### src/rtl/jerry_pkg.sv
// Shared types and constants for the Jerry sprite animation controller.
// Used by jerry_anim_ctrl and anim_step_counter.
package jerry_pkg;

  typedef enum logic [1:0] {
    IDLE,
    RUN,
    AIR
  } jerry_anim_state_t;

  localparam int unsigned SC_DIR     = 6;
  localparam int unsigned SC_AIR     = 5;
  localparam int unsigned SC_IDLE    = 4;
  localparam int unsigned RUN_FRAMES = 8;
  localparam int unsigned FRAME_W    = $clog2(RUN_FRAMES);

  localparam logic [6:0] SC_RESET = 7'h50;

  // Builds the sprite_control word from the current state, facing and run frame.
  function automatic logic [6:0] encode_sc(input jerry_anim_state_t state, input logic dir,
                                           input logic [FRAME_W-1:0] frame);
    logic [6:0] sc;
    sc         = '0;
    sc[SC_DIR] = dir;
    unique case (state)
      IDLE:    sc[SC_IDLE] = 1'b1;
      RUN:     sc[FRAME_W-1:0] = frame;
      AIR:     sc[SC_AIR] = 1'b1;
      default: sc = SC_RESET;
    endcase
    return sc;
  endfunction

endpackage

### src/rtl/anim_step_counter.sv
// Run-cycle step divider and frame index: frame advances once every
// FRAMES_PER_STEP enabled ticks and wraps after RUN_FRAMES images.
module anim_step_counter
  import jerry_pkg::*;
#(
  parameter int unsigned FRAMES_PER_STEP = 4
) (
  input  logic               clk,
  input  logic               rst,
  input  logic               en,
  input  logic               clr,
  output logic [FRAME_W-1:0] frame
);

  localparam int unsigned DivW = (FRAMES_PER_STEP > 1) ? $clog2(FRAMES_PER_STEP) : 1;
  localparam logic [DivW-1:0] DivLast = DivW'(FRAMES_PER_STEP - 1);

  logic [DivW-1:0]    div_q, div_d;
  logic [FRAME_W-1:0] frame_q, frame_d;

  always_comb begin
    div_d   = div_q;
    frame_d = frame_q;
    if (clr) begin
      div_d   = '0;
      frame_d = '0;
    end else if (en) begin
      if (div_q == DivLast) begin
        div_d   = '0;
        frame_d = frame_q + FRAME_W'(1);
      end else begin
        div_d = div_q + DivW'(1);
      end
    end
  end

  always_ff @(posedge clk) begin
    if (rst) begin
      div_q   <= '0;
      frame_q <= '0;
    end else begin
      div_q   <= div_d;
      frame_q <= frame_d;
    end
  end

  assign frame = frame_q;

endmodule

### src/rtl/jerry_anim_ctrl.sv
// Jerry animation controller: facing, idle/run/air state and run-cycle frame -> sprite_control.
// Optional JERRY_TURN_RESTART_EN restarts the run cycle on a direction reversal while running.
module jerry_anim_ctrl
  import jerry_pkg::*;
#(
  parameter int unsigned FRAMES_PER_STEP = 4
) (
  input  logic       clk,
  input  logic       rst,
  input  logic       frame_tick,
  input  logic       move_left,
  input  logic       move_right,
  input  logic       airborne,
  output logic [6:0] sprite_control
);

  jerry_anim_state_t  state_q, state_d;
  logic               dir_q, dir_d;
  logic               go_right, go_left;
  logic               stay_run, restart;
  logic               cnt_en, cnt_clr;
  logic [FRAME_W-1:0] frame;

  // Both or neither held counts as no movement.
  assign go_right = move_right & ~move_left;
  assign go_left  = move_left & ~move_right;

  always_comb begin
    state_d = state_q;
    dir_d   = dir_q;
    if (frame_tick) begin
      if (go_right) begin
        dir_d = 1'b1;
      end else if (go_left) begin
        dir_d = 1'b0;
      end
      if (airborne) begin
        state_d = AIR;
      end else if (go_right || go_left) begin
        state_d = RUN;
      end else begin
        state_d = IDLE;
      end
    end
  end

  assign stay_run = (state_q == RUN) && (state_d == RUN);

`ifdef JERRY_TURN_RESTART_EN
  assign restart = stay_run && (dir_d != dir_q);
`else
  assign restart = 1'b0;
`endif

  // Any tick that does not continue an existing run resets the cycle to frame 0.
  assign cnt_en  = frame_tick & stay_run & ~restart;
  assign cnt_clr = frame_tick & (~stay_run | restart);

  anim_step_counter #(
    .FRAMES_PER_STEP(FRAMES_PER_STEP)
  ) u_step_counter (
    .clk  (clk),
    .rst  (rst),
    .en   (cnt_en),
    .clr  (cnt_clr),
    .frame(frame)
  );

  always_ff @(posedge clk) begin
    if (rst) begin
      state_q <= IDLE;
      dir_q   <= 1'b1;
    end else begin
      state_q <= state_d;
      dir_q   <= dir_d;
    end
  end

  assign sprite_control = encode_sc(state_q, dir_q, frame);

endmodule
### config.mk
export PLATFORM = sky130hd
export DESIGN_NAME = jerry_anim_ctrl
export DESIGN_NICKNAME = d
export VERILOG_FILES = /design/src/rtl/jerry_pkg.sv /design/src/rtl/anim_step_counter.sv /design/src/rtl/jerry_anim_ctrl.sv
export SDC_FILE = /design/constraint.sdc
export NUM_CORES = 1
export LEC_CHECK = 0
export CELL_PAD_IN_SITES_DETAIL_PLACEMENT = 1
export CELL_PAD_IN_SITES_GLOBAL_PLACEMENT = 2
export CORE_AREA = 8 8 51 53
export DETAILED_ROUTE_END_ITERATION = 7
export DIE_AREA = 0 0 59 61
export PLACE_DENSITY = 0.72
export SYNTH_ARGS = -nofsm -noshare
export SYNTH_HDL_FRONTEND = slang
export SYNTH_HIERARCHICAL = 1
export SYNTH_SLANG_ARGS = --single-unit
### constraint.sdc
create_clock -name clk -period 3.83 [get_ports clk]
set_input_delay 0.766 -clock clk [delete_from_list [all_inputs] [get_ports clk]]
set_output_delay 0.766 -clock clk [all_outputs]
set_load 0.02 [all_outputs]
==> impl_summary.log, run 1 <==
INFO  metric outcome = finished clean
INFO  metric synth_enable_flop_cells = 0
INFO  metric cp.arrival = 1.62 ns
INFO  metric cell_count_after_synthesis = slightly above 50
INFO  metric drt-vias-per-instance = 4.222
INFO  metric synth-seq-cells = 8
INFO  metric dieHeight = 61 µm
INFO  metric detail_route.wl_per_cell = 11.16 µm
INFO  metric antenna_cells = 0
INFO  metric finalMaxSlewViolations = 0
INFO  metric track_usage = 7.053%
INFO  metric syn_nets = 63
INFO  metric synth.cell_area = 478.0 µm²
INFO  metric layout.cells.most_common = sky130_fd_sc_hd__clkdlybuf4s50_1
INFO  metric synthDistinctLibCells = 24
INFO  metric final_core_utilization = about a third
INFO  metric timing.final.crit_period = ~2.4 ns
INFO  metric initial_core_util = 25.95%
INFO  metric placement_rows = 16
INFO  metric clk_pin_slew_worst_paths = 0.06 ns
INFO  metric final_count_of_hold_timing_violations = 0
INFO  metric grt_start_max_net_pins = 9
INFO  metric detail-route-antenna-nets = 0
INFO  metric cts_hold_buf = 0
INFO  metric first_pass_iters = 4
INFO  metric asyncSetResetFlopFracSynth = 0%
INFO  metric worstSetupPathType = flip-flop to output pin
INFO  metric grt_first_pass_wirelength = around 1800 µm
INFO  metric detailroute.via_count = 380
INFO  metric worstHoldStart = u_step_counter/div_q[1]
INFO  metric number_of_failing_setup_endpoints_in_the_final_timing_report = 0
INFO  metric ys.flop_type = sky130_fd_sc_hd__dfxtp_1
INFO  metric cts.sinks = 8
INFO  metric logic_gate_share_of_total_power = 15.3%
INFO  metric sw_ratio = 26.05%
INFO  metric synth.yosys.seq_area_share = 33.51%
INFO  metric worst_clock_skew_on_the_final_layout = approximately 0.0011 ns
INFO  metric cp-end-kind = output pin
INFO  metric cap_viol_max_count = 0
INFO  metric worstHoldPathType = flip-flop to flip-flop
INFO  metric num-nets-final = 77
INFO  metric fraction_of_the_cycle_the_final_worst_path_needs = 62.25%
INFO  metric final_layout_size_suffix_gt1_share = 14.29%
INFO  metric boundaryPins = 13
INFO  metric die-area = 3599 µm²
INFO  metric postCtsResizedCells = 0
INFO  metric setup_slack_of_the_worst_register_to_register_path = 2.31 ns
INFO  metric static-leakage-power = 0.2554 nW
INFO  metric timing.critical_path.required = 3.06 ns
INFO  metric crit_path_max_fanout = 5
INFO  metric detail_route.iter0.violations = 6
INFO  metric detail_route.drc_violations = 0
INFO  metric power.ir.vdd_worst = around 0.11 mV
INFO  metric timing.hold.worst_endpoint = u_step_counter/div_q[1]
INFO  metric finalSetupTns = 0 ns
INFO  metric rr_startpoint = state_q[1]
INFO  metric post_cts_buffers = 0
INFO  metric setup.worst_path.start = state_q[1]
INFO  metric clock_share_of_power = 37.5%
INFO  metric cts_tree = done
INFO  metric dieWidth = 59 µm
INFO  metric hpwl = approximately 800 µm
INFO  metric port_buffers = 11
INFO  metric hold-path-cell-count = 2
INFO  metric finalWeightedCongestion = about 0.65
INFO  metric post_synth.cell_area_avg = 9.372 µm²
INFO  metric r2r_end = u_step_counter/div_q[0]
INFO  metric most-common-layout-cells = sky130_fd_sc_hd__clkdlybuf4s50_1 (11), sky130_fd_sc_hd__dfxtp_1 (8), sky130_fd_sc_hd__ha_1 (6), sky130_fd_sc_hd__nor2_1 (5)
INFO  metric maxClockFrequency = 419.4 MHz
INFO  metric syn_to_final_growth = 31.68%
INFO  metric cts_root_buffer = sky130_fd_sc_hd__clkbuf_4
INFO  metric gr-total-overflow = 0
INFO  metric initial_antenna_violation_count = 0
INFO  metric yosysWarningCount = 6
INFO  metric pwr-share-seq = 47.3%
INFO  metric cts_inserted_buffers = 3
INFO  metric worst_skew_pair.late_latency = 0.25 ns
INFO  metric layout.cells.non_filler = 90
INFO  metric grt_setup_unrepaired = false
INFO  metric cell_internal_pwr = 0.1359 mW
INFO  metric placeableCoreArea = ~1800 µm²
INFO  metric grt_pass1_vias = 428
INFO  metric rr_worst_depth = 5
INFO  metric p_switching = 0.04787 mW
INFO  metric power.density_cell_area = ~300 nW/µm²
INFO  metric placed_cells_incl_taps = 87
INFO  metric timing.critical_path.from_type = flip-flop
INFO  metric ctsHtreeMaxLevel = 1
INFO  metric route.final.wire_length = 1004 µm
INFO  metric clock_path_buffers = 2
critical path, stage by stage, from the launching register on:
cell and delay (ns):
sky130_fd_sc_hd__dfxtp_1 0.38, sky130_fd_sc_hd__inv_1 0.06, sky130_fd_sc_hd__ha_1 0.23, sky130_fd_sc_hd__and2_1 0.17, sky130_fd_sc_hd__clkdlybuf4s50_1 0.53
cell usage after synthesis, types with 2 or more instances:
cell	count	area, µm²
sky130_fd_sc_hd__a21bo_2	2	20.02
sky130_fd_sc_hd__a21oi_1	2	10.01
sky130_fd_sc_hd__and2_1	3	18.77
sky130_fd_sc_hd__buf_4	2	15.01
sky130_fd_sc_hd__dfxtp_1	8	160.2
sky130_fd_sc_hd__ha_1	6	75.07
sky130_fd_sc_hd__inv_1	3	11.26
sky130_fd_sc_hd__mux2i_1	3	30.03
sky130_fd_sc_hd__nand3_1	2	10.01
sky130_fd_sc_hd__nor2_1	5	18.77
sky130_fd_sc_hd__or2_2	2	12.51
kinds of logic after synthesis:
family | count (synthesis) | synth area share [%]
flip-flops | 8 | 33.51
AND/OR/NAND/NOR | 20 | 24.61
multiplexers | 4 | 8.639
adder cells (fa/ha/maj) | 6 | 15.71
other | 1 | 0.7846
AO/OA/AOI/OAI | 7 | 11.26
buffers and inverters | 5 | 5.496
flip-flops by register name, indices dropped and copies added, names as in the netlist:
register and flops:
u_step_counter/frame 3, dir_q 1, u_step_counter/div_q 2, state_q 2
power by group through the flow:
stage	clock network, mW	registers [mW]	logic, mW
5_1_grt	0.0782	0.0872	0.0316
3_5_place_dp	0	0.0888	0.0289
6_report	0.0688	0.0869	0.0281
2_1_floorplan	0	0.0883	0.0162
3_3_place_gp	0	0.0888	0.0287
4_1_cts	0.0733	0.0869	0.0289
layout make-up:
type / count / area [µm²]
Timing Repair Buffer: 11 / 110.1
Tap cell: 27 / 33.78
Inverter: 3 / 11.26
Fill cell: 236 / 1212
Clock buffer: 3 / 22.52
Sequential cell: 8 / 160.2
Multi-Input combinational cell: 38 / 291.5
metrics by stage:
stage	cell area, µm²	worst slack (ns)	hold WS (ns)	power, mW
6_report	629.4	1.446	0.5074	0.1838
2_1_floorplan	478.0	1.826	0.4646	0.1045
3_3_place_gp	606.8	1.253	0.4798	0.1175
5_1_grt	629.4	1.314	0.5540	0.1970
4_1_cts	629.4	1.406	0.5102	0.1891
3_5_place_dp	606.8	1.218	0.4979	0.1177
how the worst max path moves through the flow:
stage / depth (start not counted) / slack [ns] / end
finish: 4 / 1.45 / sprite_control[0]
global route: 4 / 1.31 / sprite_control[1]
CTS: 4 / 1.41 / sprite_control[0]
detailed placement: 7 / 1.22 / u_step_counter/div_q[0]
global placement: 7 / 1.25 / u_step_counter/div_q[0]
floorplan: 7 / 1.83 / u_step_counter/div_q[0]
routing by layer:
| layer | routed length (µm) | global-route usage [%] | vias up |
|---|---|---|---|
| li1 | - | - | 197 |
| met1 | 464 | 7.262 | 173 |
| met2 | 470 | 10.90 | 8 |
| met3 | 42 | 1.695 | 2 |
| met4 | 27 | 8.191 | 0 |
| met5 | 0 | 0 | - |
Power figures use the tool's default switching activity.
==> inputs of run 2 (changes only) <==
--- a/config.mk
+++ b/config.mk
@@ -7,10 +7,10 @@
 export LEC_CHECK = 0
 export CELL_PAD_IN_SITES_DETAIL_PLACEMENT = 1
 export CELL_PAD_IN_SITES_GLOBAL_PLACEMENT = 2
-export CORE_AREA = 8 8 51 53
+export CORE_AREA = 8 8 54 56
 export DETAILED_ROUTE_END_ITERATION = 7
-export DIE_AREA = 0 0 59 61
-export PLACE_DENSITY = 0.72
+export DIE_AREA = 0 0 62 64
+export PLACE_DENSITY = 0.67
 export SYNTH_ARGS = -nofsm -noshare
 export SYNTH_HDL_FRONTEND = slang
 export SYNTH_HIERARCHICAL = 1
==> constraint.sdc (replaced) <==
create_clock -name clk -period 1.9 [get_ports clk]
set_input_delay 0.38 -clock clk [delete_from_list [all_inputs] [get_ports clk]]
set_output_delay 0.38 -clock clk [all_outputs]
set_load 0.02 [all_outputs]
==> impl_summary.log, run 2 (same netlist as run 1, synthesis figures left out) <==
INFO  metric outcome = finished clean (unchanged)
INFO  metric worstHoldStart = u_step_counter/div_q[0] (was u_step_counter/div_q[1])
INFO  metric ctsHtreeMaxLevel = 1 (unchanged)
INFO  metric cp.arrival = 2.00 ns (was 1.62 ns)
INFO  metric slowest_stage = sky130_fd_sc_hd__clkdlybuf4s50_1 (unchanged)
INFO  metric timing.critical_path.required = 2.08 ns (was 3.06 ns)
INFO  metric die-area = 3968 µm² (was 3599 µm²)
INFO  metric finalSetupTns = 0 ns (unchanged)
INFO  metric worst-path-buf-inv = 2 (unchanged)
INFO  metric timing.critical_path.from_type = input pin (was flip-flop)
INFO  metric final_layout_size_suffix_gt1_share = 18.75% (was 14.29%)
INFO  metric timing.hold.worst_endpoint = u_step_counter/div_q[0] (was u_step_counter/div_q[1])
INFO  metric hpwl = 851.5 µm (was 795.5 µm)
INFO  metric hold_slack = 0.5012 ns (was 0.5074 ns)
INFO  metric worstSetupPathType = input pin to flip-flop (was flip-flop to output pin)
INFO  metric placement_rows = 17 (was 16)
INFO  metric hold-path-cell-count = 2 (unchanged)
INFO  metric most-common-layout-cells = sky130_fd_sc_hd__dfxtp_1 (8), sky130_fd_sc_hd__ha_1 (6), sky130_fd_sc_hd__clkdlybuf4s50_1 (6), sky130_fd_sc_hd__dlygate4sd2_1 (5), sky130_fd_sc_hd__nor2_1 (4) (was sky130_fd_sc_hd__clkdlybuf4s50_1 (11), sky130_fd_sc_hd__dfxtp_1 (8), sky130_fd_sc_hd__ha_1 (6), sky130_fd_sc_hd__nor2_1 (5))
INFO  metric worstHoldPathType = flip-flop to flip-flop (unchanged)
INFO  metric grt_first_pass_wirelength = 1690 µm (was 1849 µm)
INFO  metric maxClockFrequency = ~550 MHz
INFO  metric layout.cells.most_common = sky130_fd_sc_hd__dfxtp_1 (was sky130_fd_sc_hd__clkdlybuf4s50_1)
INFO  metric finalWeightedCongestion = 0.6650 (was 0.6511)
INFO  metric detailroute.via_count = 385 (was 380)
INFO  metric number_of_failing_setup_endpoints_in_the_final_timing_report = 0 (unchanged)
INFO  metric cts.sinks = 8 (unchanged)
INFO  metric num-nets-final = 78 (was 77)
INFO  metric seqCellArea = 160.2 µm² (unchanged)
INFO  metric largest_reg_flops = 3 (unchanged)
INFO  metric total_area_of_multi_input_combinational_cells = 299.0 µm² (was 291.5 µm²)
INFO  metric worst_skew_pair.late_latency = 0.25 ns (about the same)
INFO  metric worst_clock_skew_on_the_final_layout = 0.002942 ns (was 0.001118 ns)
INFO  metric cp-end-kind = flip-flop (was output pin)
INFO  metric crit_path_cell_trace = clkdlybuf4s50_1 -> inv_1 -> ha_1 -> nor2_2 -> and3_4 -> or3b_1 -> a21oi_2 (was inv_1 -> ha_1 -> and2_1 -> clkdlybuf4s50_1)
INFO  metric static-leakage-power = 0.2722 nW (was 0.2554 nW)
INFO  metric r2r_end = u_step_counter/frame[1] (was u_step_counter/div_q[0])
INFO  metric route.final.wire_length = 1018 µm (was 1004 µm)
INFO  metric cts_tree = done (unchanged)
INFO  metric grt_start_max_net_pins = 9 (unchanged)
INFO  metric rr_worst_depth = 6 (was 5)
INFO  metric final.fill_count = 248 (was 236)
INFO  metric final_core_utilization = 30.36% (was 34.17%)
INFO  metric cts_root_buffer = sky130_fd_sc_hd__clkbuf_4 (unchanged)
INFO  metric final_count_of_hold_timing_violations = 0 (unchanged)
INFO  metric cap_viol_max_count = 0 (unchanged)
INFO  metric power.density_cell_area = 561.5 nW/µm² (was 292.0 nW/µm²)
INFO  metric initial_antenna_violation_count = 0 (unchanged)
INFO  metric rr_startpoint = state_q[1] (unchanged)
INFO  metric detail_route.drc_violations = 0 (unchanged)
INFO  metric initial_core_util = 22.70% (was 25.95%)
INFO  metric detail_route.iter0.violations = 0 (was 6)
INFO  metric boundaryPins = 13 (unchanged)
INFO  metric dieHeight = 64 µm (was 61 µm)
INFO  metric setup_slack_of_the_worst_register_to_register_path = 0.50 ns (was 2.31 ns)
INFO  metric total_power = 0.3590 mW (was 0.1838 mW)
INFO  metric cts_hold_buf = 0 (unchanged)
INFO  metric first_pass_iters = 1 (was 4)
INFO  metric power.ir.vdd_worst = 0.1637 mV (was 0.1079 mV)
INFO  metric antenna_cells = 0 (unchanged)
INFO  metric post_cts_buffers = 0 (unchanged)
INFO  metric cts_inserted_buffers = 3 (unchanged)
INFO  metric fraction_of_the_cycle_the_final_worst_path_needs = between 90% and 100%
INFO  metric clk_pin_slew_worst_paths = 0.05 ns (was 0.06 ns)
INFO  metric clock_path_buffers = 2 (unchanged)
INFO  metric crit_path_max_fanout = 3 (was 5)
INFO  metric timing.final.crit_period = 1.817 ns
INFO  metric grt_setup_unrepaired = false (unchanged)
INFO  metric drt-vias-per-instance = 4.185 (was 4.222)
INFO  metric critPathMaxStageDelay = 0.45 ns (was 0.53 ns)
INFO  metric dieWidth = 62 µm (was 59 µm)
INFO  metric grt_pass1_vias = 401 (was 428)
INFO  metric detail-route-antenna-nets = 0 (unchanged)
INFO  metric gr-total-overflow = 0 (unchanged)
INFO  metric track_usage = 5.800% (was 7.053%)
INFO  metric port_buffers = 11 (unchanged)
INFO  metric placeableCoreArea = 2106 µm² (was 1842 µm²)
INFO  metric detail_route.wl_per_cell = 11.07 µm (was 11.16 µm)
INFO  metric cp_top_family = simple AND/OR/NAND/NOR gates (was buffers and inverters)
INFO  metric finalMaxSlewViolations = 0 (unchanged)
INFO  metric syn_to_final_growth = 33.77% (was 31.68%)
-- run 2: cell types whose count changed in the layout (fill, tap and decap cells not counted) --
cell / change
sky130_fd_sc_hd__and3_4: +1
sky130_fd_sc_hd__nor2_1: -1
sky130_fd_sc_hd__a21boi_0: -1
sky130_fd_sc_hd__nor2_2: +1
sky130_fd_sc_hd__and3_1: -1
sky130_fd_sc_hd__clkdlybuf4s50_1: -5
sky130_fd_sc_hd__buf_4: +1
sky130_fd_sc_hd__a21boi_1: +1
sky130_fd_sc_hd__dlygate4sd2_1: +5
-- run 2: power breakdown --
| group | internal (mW) | total [mW] | switching [mW] | leakage [nW] |
|---|---|---|---|---|
| registers | 0.172 | 0.175 | 0.00323 | 0.0649 |
| clock network | 0.0721 | 0.127 | 0.0553 | 0.0138 |
| logic | 0.0272 | 0.0562 | 0.0290 | 0.193 |
-- run 2: metrics by stage --
stage          cell area, µm²  setup slack [ns]  instances
2_1_floorplan           478.0            0.2816         51
3_3_place_gp            615.6           -0.1745         89
3_5_place_dp            615.6           -0.2006         89
4_1_cts                 631.9           0.04432         92
5_1_grt                 639.4          0.008357         92
6_report                639.4           0.08277         92
-- run 2: layout make-up --
class                   count  area share [%]
clock buffers               3           3.523
multi-input cells          38           46.77
flip-flops and latches      8           25.05
repair buffers             12           17.42
inverters                   3           1.761
well taps                  28           5.479
-- run 2: worst max path at each step --
stage / start / to / slack (ns) / depth (start not counted)
floorplan: move_left / u_step_counter/div_q[0] / 0.28 / 7
global placement: move_left / u_step_counter/div_q[0] / -0.17 / 7
detailed placement: move_left / u_step_counter/div_q[0] / -0.20 / 7
CTS: move_left / u_step_counter/div_q[0] / 0.04 / 7
global route: move_left / u_step_counter/div_q[0] / 0.008 / 7
finish: move_left / u_step_counter/div_q[0] / 0.08 / 7
-- run 2: worst register-to-register path, cell delays in order, from the launching register on --
cell and delay, ns:
sky130_fd_sc_hd__dfxtp_1 0.38, sky130_fd_sc_hd__inv_1 0.06, sky130_fd_sc_hd__ha_1 0.22, sky130_fd_sc_hd__and3_4 0.19
sky130_fd_sc_hd__buf_4 0.15, sky130_fd_sc_hd__a21bo_2 0.19, sky130_fd_sc_hd__a21oi_1 0.13
-- run 2: timing repair --
action,CTS,global route
gates resized for setup,5,3
setup endpoints to repair,5,2
cloned,0,0
-- run 2: routing by layer --
layer | vias to the layer above | GRT usage [%] | share of wire (%)
li1 | 201 | - | -
met1 | 172 | 6.171 | 43
met2 | 8 | 9.056 | 48
met3 | 4 | 1.400 | 5.3
met4 | 0 | 5.128 | 3.5
met5 | - | 0 | 0
==> inputs of run 3 (changes only) <==
--- a/config.mk
+++ b/config.mk
@@ -7,10 +7,10 @@
 export LEC_CHECK = 0
 export CELL_PAD_IN_SITES_DETAIL_PLACEMENT = 1
 export CELL_PAD_IN_SITES_GLOBAL_PLACEMENT = 2
-export CORE_AREA = 8 8 54 56
+export CORE_AREA = 8 8 57 54
 export DETAILED_ROUTE_END_ITERATION = 7
-export DIE_AREA = 0 0 62 64
-export PLACE_DENSITY = 0.67
+export DIE_AREA = 0 0 65 62
+export PLACE_DENSITY = 0.66
 export SYNTH_ARGS = -nofsm -noshare
 export SYNTH_HDL_FRONTEND = slang
 export SYNTH_HIERARCHICAL = 1
==> impl_summary.log, run 3 (same netlist as run 1, synthesis figures left out) <==
INFO  metric grt_pass1_vias = 392 (was 401)
INFO  metric boundaryPins = 13 (unchanged)
INFO  metric cap_viol_max_count = 0 (unchanged)
INFO  metric finalWeightedCongestion = 0.6532 (was 0.6650)
INFO  metric outcome = finished clean (unchanged)
INFO  metric largest_reg_flops = 3 (unchanged)
INFO  metric worst_clock_skew_on_the_final_layout = 0.006382 ns (was 0.002942 ns)
INFO  metric cts_root_buffer = sky130_fd_sc_hd__clkbuf_4 (unchanged)
INFO  metric worstHoldPathType = flip-flop to flip-flop (unchanged)
INFO  metric power.ir.vdd_worst = 0.1512 mV (was 0.1637 mV)
INFO  metric track_usage = 6.005% (was 5.800%)
INFO  metric die-area = 4030 µm² (was 3968 µm²)
INFO  metric detail-route-antenna-nets = 0 (unchanged)
INFO  metric crit_path_max_fanout = 4 (was 3)
INFO  metric power.density_cell_area = 572.0 nW/µm² (was 561.5 nW/µm²)
INFO  metric detailroute.via_count = 392 (was 385)
INFO  metric fraction_of_the_cycle_the_final_worst_path_needs = 95.95% (was 95.64%)
INFO  metric cts_tree = done (unchanged)
INFO  metric port_buffers = 11 (unchanged)
INFO  metric final_count_of_hold_timing_violations = 0 (unchanged)
INFO  metric cp.arrival = 2.01 ns (was 2.00 ns)
INFO  metric dieWidth = 65 µm (was 62 µm)
INFO  metric number_of_failing_setup_endpoints_in_the_final_timing_report = 0 (unchanged)
INFO  metric placement_rows = 16 (was 17)
INFO  metric initial_antenna_violation_count = 0 (unchanged)
INFO  metric detail_route.drc_violations = 0 (unchanged)
INFO  metric gr-total-overflow = 0 (unchanged)
INFO  metric critPathMaxStageDelay = 0.45 ns (about the same)
INFO  metric layout.cells.most_common = sky130_fd_sc_hd__dfxtp_1 (unchanged)
INFO  metric timing.critical_path.required = 2.09 ns (was 2.08 ns)
INFO  metric initial_core_util = 22.74% (was 22.70%)
INFO  metric finalMaxSlewViolations = 0 (unchanged)
INFO  metric maxClockFrequency = 548.5 MHz (was 550.3 MHz)
INFO  metric final_layout_size_suffix_gt1_share = 20.00% (was 18.75%)
INFO  metric detail_route.iter0.violations = 1 (was 0)
INFO  metric timing.critical_path.from_type = input pin (unchanged)
INFO  metric detail_route.wl_per_cell = 11.71 µm (was 11.07 µm)
INFO  metric syn_to_final_growth = 35.08% (was 33.77%)
INFO  metric clock_path_buffers = 2 (unchanged)
INFO  metric placeableCoreArea = 2102 µm² (was 2106 µm²)
INFO  metric slowest_stage = sky130_fd_sc_hd__clkdlybuf4s50_1 (unchanged)
INFO  metric cp-end-kind = flip-flop (unchanged)
INFO  metric antenna_cells = 0 (unchanged)
INFO  metric static-leakage-power = 0.2764 nW (was 0.2722 nW)
INFO  metric finalSetupTns = 0 ns (unchanged)
INFO  metric hpwl = 848.2 µm (was 851.5 µm)
INFO  metric hold_slack = 0.5049 ns (was 0.5012 ns)
INFO  metric grt_first_pass_wirelength = 1780 µm (was 1690 µm)
INFO  metric most-common-layout-cells = sky130_fd_sc_hd__dfxtp_1 (8), sky130_fd_sc_hd__ha_1 (6), sky130_fd_sc_hd__clkdlybuf4s50_1 (6), sky130_fd_sc_hd__dlygate4sd2_1 (5), sky130_fd_sc_hd__nor2_1 (4) (unchanged)
INFO  metric worst_skew_pair.late_latency = 0.26 ns (was 0.25 ns)
INFO  metric cts.sinks = 8 (unchanged)
INFO  metric dieHeight = 62 µm (was 64 µm)
INFO  metric final_core_utilization = 30.71% (was 30.36%)
INFO  metric timing.final.crit_period = 1.823 ns (was 1.817 ns)
INFO  metric grt_start_max_net_pins = 9 (unchanged)
INFO  metric ctsHtreeMaxLevel = 1 (unchanged)
INFO  metric drt-vias-per-instance = 4.261 (was 4.185)
INFO  metric layout.cells.non_filler = 92 (unchanged)
INFO  metric clk_pin_slew_worst_paths = 0.06 ns (was 0.05 ns)
INFO  metric placed_cells_incl_taps = 89 (unchanged)
INFO  metric num-nets-final = 79 (was 78)
INFO  metric total_cell_area_at_the_placement_stage = 621.8 µm² (was 615.6 µm²)
INFO  metric post_cts_buffers = 0 (unchanged)
INFO  metric route.final.wire_length = 1077 µm (was 1018 µm)
INFO  metric first_pass_iters = 2 (was 1)
INFO  metric finish.instance_area = 645.6 µm² (was 639.4 µm²)
INFO  metric final.fill_count = 263 (was 248)
INFO  metric crit_path_cell_trace = clkdlybuf4s50_1 -> inv_1 -> ha_1 -> nor2_2 -> and3_4 -> or3b_1 -> a21oi_2 (unchanged)
INFO  metric cts_inserted_buffers = 3 (unchanged)
INFO  metric worstSetupPathType = input pin to flip-flop (unchanged)
INFO  metric grt_setup_unrepaired = false (unchanged)
-- run 3: changes by cell type in the layout (fill, tap and decap cells not counted) --
cell	delta
sky130_fd_sc_hd__a21boi_1	-1
sky130_fd_sc_hd__buf_4	+1
sky130_fd_sc_hd__a21boi_0	+1
-- run 3: cell type report --
| type | count | area, µm² | share of cell area, % |
|---|---|---|---|
| Multi-Input combinational cell | 38 | 299.0 | 46.32 |
| Clock buffer | 3 | 22.52 | 3.488 |
| Tap cell | 27 | 33.78 | 5.233 |
| Inverter | 3 | 11.26 | 1.744 |
| Timing Repair Buffer | 13 | 118.9 | 18.41 |
| Sequential cell | 8 | 160.2 | 24.81 |
-- run 3: per-layer routing --
metal  share of wire (%)  wire [µm]  GRT usage, %
met1                  50        538         6.790
met5                   0          0             0
met4                 4.1         44         6.522
met2                  42        454         9.065
met3                 3.7         40         1.254
-- run 3: stage by stage --
stage	power (mW)	worst slack [ns]
after CTS	0.3756	0.04982
after detailed placement	0.2396	-0.2205
after global routing	0.3913	0.00006728
final	0.3693	0.07689
after global placement	0.2390	-0.1759
after floorplan	0.2106	0.2816
-- run 3: what timing repair did --
item	4_1_cts	5_1_grt
setup endpoints to repair	5	1
hold buffers	0	0
resized for setup	5	2
-- run 3: worst paths after layout --
kind,from,to,slack [ns],depth (start not counted)
hold / removal,u_step_counter/div_q[0],u_step_counter/div_q[0],0.50,2
setup reg to reg,state_q[1],u_step_counter/frame[2],0.44,5
setup / recovery,move_left,u_step_counter/div_q[0],0.08,7
hold reg to reg,u_step_counter/div_q[0],u_step_counter/div_q[0],0.50,2
-- run 3: critical path: cells and delay by family --
| family | cells | cell delay [ns] |
|---|---|---|
| simple gates | 3 | 0.71 |
| buf+inv | 2 | 0.49 |
| compound gates | 1 | 0.11 |
| fa+ha+maj | 1 | 0.32 |
-- run 3: power breakdown --
group	internal (mW)	switching, mW	total [mW]
clock	0.0727	0.0629	0.136
sequential	0.172	0.00324	0.175
combinational	0.0284	0.0300	0.0584
total	0.273	0.0962	0.369
